## src/rtl/request_fifo_if.sv

```systemverilog
// rtl/request_fifo_if.sv - request FIFO push/pop/status bundle
// The producer/consumer side uses master; the FIFO uses slave.
interface request_fifo_if #(
    parameter int TID_WIDTH  = 16,
    parameter int ADDR_WIDTH = 31,
    parameter int DATA_WIDTH = 32,
    parameter int DEPTH_LOG2 = 4
);
    localparam int W = TID_WIDTH + 1 + ADDR_WIDTH + DATA_WIDTH;

    logic                  wr_en;
    logic [W-1:0]          data_in;
    logic                  full;
    logic                  rd_en;
    logic [W-1:0]          data_out;
    logic                  empty;
    logic                  overflow;
    logic                  underflow;
    logic [DEPTH_LOG2:0]   count;
    logic [DEPTH_LOG2:0]   max_count;

    modport master (
        output wr_en, data_in, rd_en,
        input  full, data_out, empty, overflow, underflow, count, max_count
    );

    modport slave (
        input  wr_en, data_in, rd_en,
        output full, data_out, empty, overflow, underflow, count, max_count
    );
endinterface

```

## src/rtl/request_fifo.sv

```systemverilog
// rtl/request_fifo.sv - synchronous request FIFO with registered head and sticky error flags
// Optional occupancy statistics enabled by defining REQUEST_FIFO_STATS_EN.
module request_fifo #(
    parameter int TID_WIDTH  = 16,
    parameter int ADDR_WIDTH = 31,
    parameter int DATA_WIDTH = 32,
    parameter int DEPTH_LOG2 = 4
) (
    input  logic          clk,
    input  logic          reset,
    request_fifo_if.slave bus
);
    localparam int W     = TID_WIDTH + 1 + ADDR_WIDTH + DATA_WIDTH;
    localparam int DEPTH = 2 ** DEPTH_LOG2;

    logic [W-1:0]        r_mem [DEPTH];
    logic [DEPTH_LOG2:0] r_wptr;
    logic [DEPTH_LOG2:0] r_rptr;
    logic                r_full;
    logic                r_empty;
    logic [W-1:0]        r_data_out;
    logic                r_overflow;
    logic                r_underflow;

    logic                w_wr_acc;
    logic                w_rd_acc;
    logic [DEPTH_LOG2:0] w_wptr_nxt;
    logic [DEPTH_LOG2:0] w_rptr_nxt;
    logic                w_full_nxt;
    logic                w_empty_nxt;

    assign w_wr_acc   = bus.wr_en && !r_full;
    assign w_rd_acc   = bus.rd_en && !r_empty;
    assign w_wptr_nxt = r_wptr + {{DEPTH_LOG2{1'b0}}, w_wr_acc};
    assign w_rptr_nxt = r_rptr + {{DEPTH_LOG2{1'b0}}, w_rd_acc};

    // Flags come from next-state pointers so they are registered yet never stale.
    assign w_empty_nxt = (w_wptr_nxt == w_rptr_nxt);
    assign w_full_nxt  = (w_wptr_nxt[DEPTH_LOG2] != w_rptr_nxt[DEPTH_LOG2]) &&
                         (w_wptr_nxt[DEPTH_LOG2-1:0] == w_rptr_nxt[DEPTH_LOG2-1:0]);

    always_ff @(posedge clk) begin
        if (w_wr_acc) begin
            r_mem[r_wptr[DEPTH_LOG2-1:0]] <= bus.data_in;
        end
    end

    always_ff @(posedge clk or negedge reset) begin
        if (!reset) begin
            r_wptr      <= '0;
            r_rptr      <= '0;
            r_full      <= 1'b0;
            r_empty     <= 1'b1;
            r_data_out  <= '0;
            r_overflow  <= 1'b0;
            r_underflow <= 1'b0;
        end else begin
            r_wptr  <= w_wptr_nxt;
            r_rptr  <= w_rptr_nxt;
            r_full  <= w_full_nxt;
            r_empty <= w_empty_nxt;
            if (w_rd_acc) begin
                r_data_out <= r_mem[r_rptr[DEPTH_LOG2-1:0]];
            end
            if (bus.wr_en && r_full) begin
                r_overflow <= 1'b1;
            end
            if (bus.rd_en && r_empty) begin
                r_underflow <= 1'b1;
            end
        end
    end

    assign bus.full      = r_full;
    assign bus.empty     = r_empty;
    assign bus.data_out  = r_data_out;
    assign bus.overflow  = r_overflow;
    assign bus.underflow = r_underflow;

`ifdef REQUEST_FIFO_STATS_EN
    logic [DEPTH_LOG2:0] r_count;
    logic [DEPTH_LOG2:0] r_max_count;
    logic [DEPTH_LOG2:0] w_count_nxt;

    assign w_count_nxt = w_wptr_nxt - w_rptr_nxt;

    always_ff @(posedge clk or negedge reset) begin
        if (!reset) begin
            r_count     <= '0;
            r_max_count <= '0;
        end else begin
            r_count <= w_count_nxt;
            if (w_count_nxt > r_max_count) begin
                r_max_count <= w_count_nxt;
            end
        end
    end

    assign bus.count     = r_count;
    assign bus.max_count = r_max_count;
`else
    assign bus.count     = '0;
    assign bus.max_count = '0;
`endif
endmodule

```

## src/flat_wrapper.sv

```systemverilog
// flat-port wrapper written by rule: the top's interface ports become plain ports
module request_fifo_flat 
#(
    parameter int TID_WIDTH  = 16,
    parameter int ADDR_WIDTH = 31,
    parameter int DATA_WIDTH = 32,
    parameter int DEPTH_LOG2 = 4
)
  (clk, reset, bus_wr_en, bus_data_in, bus_rd_en, bus_full, bus_data_out, bus_empty, bus_overflow, bus_underflow, bus_count, bus_max_count);
  request_fifo_if #(.TID_WIDTH(TID_WIDTH), .ADDR_WIDTH(ADDR_WIDTH), .DATA_WIDTH(DATA_WIDTH), .DEPTH_LOG2(DEPTH_LOG2)) bus_i ();
  input  logic clk;
  input  logic reset;
  input wire logic [$bits(bus_i.wr_en)-1:0] bus_wr_en;
  input wire logic [$bits(bus_i.data_in)-1:0] bus_data_in;
  input wire logic [$bits(bus_i.rd_en)-1:0] bus_rd_en;
  output wire logic [$bits(bus_i.full)-1:0] bus_full;
  output wire logic [$bits(bus_i.data_out)-1:0] bus_data_out;
  output wire logic [$bits(bus_i.empty)-1:0] bus_empty;
  output wire logic [$bits(bus_i.overflow)-1:0] bus_overflow;
  output wire logic [$bits(bus_i.underflow)-1:0] bus_underflow;
  output wire logic [$bits(bus_i.count)-1:0] bus_count;
  output wire logic [$bits(bus_i.max_count)-1:0] bus_max_count;
  assign bus_i.wr_en = bus_wr_en;
  assign bus_i.data_in = bus_data_in;
  assign bus_i.rd_en = bus_rd_en;
  assign bus_full = bus_i.full;
  assign bus_data_out = bus_i.data_out;
  assign bus_empty = bus_i.empty;
  assign bus_overflow = bus_i.overflow;
  assign bus_underflow = bus_i.underflow;
  assign bus_count = bus_i.count;
  assign bus_max_count = bus_i.max_count;
  request_fifo #(.TID_WIDTH(TID_WIDTH), .ADDR_WIDTH(ADDR_WIDTH), .DATA_WIDTH(DATA_WIDTH), .DEPTH_LOG2(DEPTH_LOG2)) u_core (.clk(clk), .reset(reset), .bus(bus_i));
endmodule
```

## config.mk

```make
export PLATFORM = sky130hd
export DESIGN_NAME = request_fifo_flat
export DESIGN_NICKNAME = d
export VERILOG_FILES = /design/src/rtl/request_fifo_if.sv /design/src/rtl/request_fifo.sv /design/src/flat_wrapper.sv
export SDC_FILE = /design/constraint.sdc
export NUM_CORES = 1
export LEC_CHECK = 0
export CAP_MARGIN = 10
export CORE_MARGIN = 8
export CORE_UTILIZATION = 45
export DETAILED_ROUTE_END_ITERATION = 8
export HOLD_SLACK_MARGIN = 0.1
export SETUP_SLACK_MARGIN = 0.5
export SLEW_MARGIN = 20
export SYNTH_ARGS = -nofsm -noshare
export SYNTH_HDL_FRONTEND = slang
export SYNTH_SLANG_ARGS = --single-unit
export TNS_END_PERCENT = 30
```

## constraint.sdc

```tcl
create_clock -name clk -period 6.35 [get_ports clk]
set_input_delay 0.9525 -clock clk [delete_from_list [all_inputs] [get_ports clk]]
set_output_delay 0.9525 -clock clk [all_outputs]
set_load 0.02 [all_outputs]
```

# --- Word-level counts from Yosys, hierarchy flattened ---
# Memories as Yosys holds them, arrays and structs flattened. A register that Yosys moved wholly into a read port is not among the register bits.
# Index checks and enable logic that the tools add are counted.
totals:
  register_bits: 14
  ramBits: 1280
  in_bits: 84
  out_inout_bits: 94
  elab_cells: 22
  mem_count: 1
op_classes:
  add_sub_neg: 2
  n_eq_ne: 3
  n_mux: 2
  n_reduce_logical: 8
mem_list:
  columns: ["memory", "words", "width", "rd", "rd_ports_with_merged_regs", "write_ports", "line_no", "source"]
  rows:
  - ["u_core.r_mem", 16, 80, 1, 1, 1, "request_fifo.sv:16", "logic [W-1:0] r_mem [DEPTH];"]
ops:
  columns: ["cell", "count"]
  rows:
  - ["$add A5 B1 Y5", 2]
  - ["$eq A5 B5 Y1", 1]
  - ["$logic_and A1 B1 Y1", 5]
  - ["$eq A4 B4 Y1", 1]
  - ["$logic_not A1 Y1", 3]
  - ["$mux W1", 2]
  - ["$ne A1 B1 Y1", 1]

# --- Depth between registers and ports, before layout ---
logic_depth:
  depth_word: 5
  mapped_depth: 8
  depth_no_buf: 8

# --- Worst setup path before layout ---
# OpenSTA, ideal clock, no wires.
synth_timing:
  path_kind: "input to register"
  from: "input port bus_wr_en"
  to: "memory u_core.r_mem[0][0] (netlist name), enable pin"
  setup_time_ns: 0.616
  arrival_ns: 6.919
  required_ns: 5.734
  path_slack_ns: -1.185
  stages: 3
  n_path_buf: 0
  cell_sequence: "nand2b_1 > or3_2 > nor3_1"
synth_via:
  elab_chain_cells: 3
synth_lines:
  columns: ["item", "line_no", "source"]
  rows:
  - ["start: declaration", "flat_wrapper.sv:13", "input wire logic [$bits(bus_i.wr_en)-1:0] bus_wr_en;"]
  - ["$logic_and A1 B1 Y1", "request_fifo.sv:32", "assign w_wr_acc = bus.wr_en && !r_full;"]
  - ["$mux W1", "request_fifo.sv:43", "if (w_wr_acc) begin"]
  - ["$mux W1 (not written as such)", "request_fifo.sv:44", "r_mem[r_wptr[DEPTH_LOG2-1:0]] <= bus.data_in;"]
  - ["end: declaration", "request_fifo.sv:16", null]
# No other way between the ends.

# --- Final worst setup path ---
layout_timing:
  from: "input port bus_rd_en"
  to: "register u_core.r_data_out[50], in the netlist u_core.bus.data_out[50] (read register of u_core.r_mem)"
layout_via:
  elab_chain_cells: 1
layout_lines:
  columns: ["item", "line_no", "source"]
  rows:
  - ["start: declaration", "flat_wrapper.sv:15", "input wire logic [$bits(bus_i.rd_en)-1:0] bus_rd_en;"]
  - ["$logic_and A1 B1 Y1", "request_fifo.sv:33", "assign w_rd_acc = bus.rd_en && !r_empty;"]
  - ["end: declaration", "request_fifo.sv:21", "logic [W-1:0] r_data_out;"]
# No other way between the ends.
# A chain may end at the register's enable or synchronous reset.

==> metrics.yaml <==
grt_pass1_wl_um: 183200
drv_cap: 0
coreArea_mm2: 0.1159
rows: 125
grt_pass1_vias: 27880
synth_seq_area_share: 0.7773
cts_root_buffer: "clkbuf_16"
numCtsBuffers: 139
post_cts_buffers: 0
synth_top_area_share: 0.7325
insertion_delay_ps: 740
synth_largest_area_cell: "edfxtp_1"
hold_viol_final: 0
vias_per_cell: 5.659
first_iter_violations: 2282
synth_edf_count: 1280
ys_warn_count: 0
multi_input_area_mm2: 0.01102
hp-class: "in2async"
critPathKind: "in2reg"
syn_avg_cell_area_um2: 17.61
yosysMostFrequentCell: "edfxtp_1"
endpoint_kind: "flip-flop"
reg2reg_depth: 5
finalSetupViolations: 0
antenna_found_initial: 6
nFillCells: 9088
crit_fanout: 32
required_ps: 7010
layout.cells.non_filler: 4807
io_pins: 178
tightest_slew_ps: 1112
cts_buffer_depth: 3
dp.cells: 4545
cts_tree: "yes"
synth_seq_cells: 1374
drcViolationCount: 0
portBuffers: 167
grt_max_degree: 145
synth_commonest_cells: "edfxtp_1 (1280), mux2i_1 (640), a22oi_1 (240)"
layout-drive-gt1-share: 0.08293
synth_area_mm2: 0.05247
grt.overflow.total: 0
syn2layout_area_growth_pct: 15.32
cp_data_arrival_time_ps: 3780
async_flop_share: 0.06841
rsz0062_at_grt: "no"
power.density_mw_per_mm2: 455.0
layout.nets: 3252
final_antenna_net_count: 0
vdd_drop_max_v: 0.0003976
place.gp.congestion: 0.7551
startpoint_type: "input pin"
initial_utilization: 0.4528
status: "finished, final reports clean"
rrSetupSlack_ps: 3260
dieArea_mm2: 0.1278
maxSlewViolCount: 0
hpwl_um: 64510
slew-limit-headroom: 0.2584
wirelength_um: 124300
synth.area.top_cells: "edfxtp_1 (73%), mux2i_1 (12%), dfrtp_1 (4.4%), a22oi_1 (3.4%), nand3_1 (1.8%)"
syn-instance-count: 2979
clkTransAtPathRegs_ps: 60
synth_cell_types: 33
clock.fmax_mhz: 320.5
fp.dieH_um: 357.5
drtPass1Iterations: 5
cts.htree.levels: 4
wire_per_inst_um: 25.86
skew_ps: 28.92
cts_resized: 0
post-route-period-util: 0.4914
regArea_mm2: 0.04079
final_util: 0.5221
p_leak_nw: 21.15
cts_sinks: 1374
vias: 27200
track_usage: 0.1919
cts_hold_buffers: 0
period_minus_slack_ps: 3120
yosys_most_used_dff: "edfxtp_1"
die_w_um: 357.5
## cell families (layout without fill, tap and decap cells)
group	after synthesis	after routing	synth area share
and+or+nand+nor	496	496	0.04368
other	1	13	0.00007146
AOI/OAI and AO/OA	268	268	0.03710
xor gates and xnor gates	12	12	0.002408
muxes	640	640	0.1221
buffers and inverters	184	476	0.01636
adders and majority gates	4	4	0.0009538
DFF	1374	1374	0.7773
## worst paths after layout
kind                                           end                 start
setup / recovery           u_core.bus.data_out[50]             bus_rd_en
hold / removal             u_core.bus.data_out[31]                 reset
setup reg to reg           u_core.bus.data_out[42]      u_core.r_rptr[0]
hold reg to reg               u_core.bus.underflow  u_core.bus.underflow
max in group asynchronous         u_core.r_rptr[0]                 reset
min in group clk              u_core.bus.underflow  u_core.bus.underflow
## metrics by stage
| step | area [um^2] | worst slack [ps] | total power, mW | TNS [ps] | hold WS, ps |
|---|---|---|---|---|---|
| finish | 60510 | 3230 | 27.53 | 0 | 286.4 |
| global route | 60510 | 3049 | 28.67 | 0 | 294.6 |
| CTS | 60460 | 3127 | 27.77 | 0 | 271.0 |
| detailed placement | 55980 | 2353 | 19.80 | 0 | 463.2 |
| global placement | 55940 | 2429 | 19.67 | 0 | 457.6 |
| floorplan | 52520 | -913.0 | 16.89 | -145850 | 477.0 |
## sequential cells by signal, indices dropped and copies added (netlist names)
name and cells:
u_core.bus.underflow 1, u_core.bus.empty 1, u_core.bus.data_out 80, u_core.bus.overflow 1
u_core.bus.full 1, u_core.r_rptr 5, u_core.r_wptr 5, u_core.r_mem 1280
## power breakdown
part | internal, mW | switching, mW
clock network | 4.68 | 3.30
logic | 2.89 | 4.89
registers | 11.1 | 0.644
## worst max-delay path: stages
cell and delay, ps:
clkdlybuf4s50_1 580, nand2b_4 340, inv_1 220, and2_2 760, buf_4 580, nand3_1 190
nand3_1 120
## per-layer routing
layer,track usage,vias to the layer above,share of wire,routed length [um]
met3,0.04001,157,0.064,7937
met5,0,-,0,0
met2,0.3109,809,0.47,58880
met4,0.04787,0,0.018,2182
li1,-,12100,-,-
met1,0.2661,14140,0.45,55330
## placed cells by master (no fill, tap or decap), types with 8 or more instances in the layout
cell type / count
dfrtp_1: 92
clkbuf_16: 146
clkinv_1: 28
clkdlybuf4s50_1: 166
clkinv_2: 16
clkbuf_8: 12
clkbuf_1: 36
bufinv_16: 8
edfxtp_1: 1280
nor2_4: 14
mux2i_1: 640
nand2_1: 218
conb_1: 10
a22oi_1: 240
buf_4: 28
nand3_1: 190
a21oi_1: 26
nand4_1: 55
buf_12: 20
## area by class of cell
class / count / share of cell area
sequential: 1374 / 0.6742
multi-input combinational: 1430 / 0.1822
clock buffer: 194 / 0.06534
timing repair buffer: 215 / 0.03774
tap: 1524 / 0.03151
clock inverter: 63 / 0.008705
inverter: 4 / 0.0002481
antenna: 3 / 0.0001241
No activity file was read; power rests on OpenSTA's default activity.
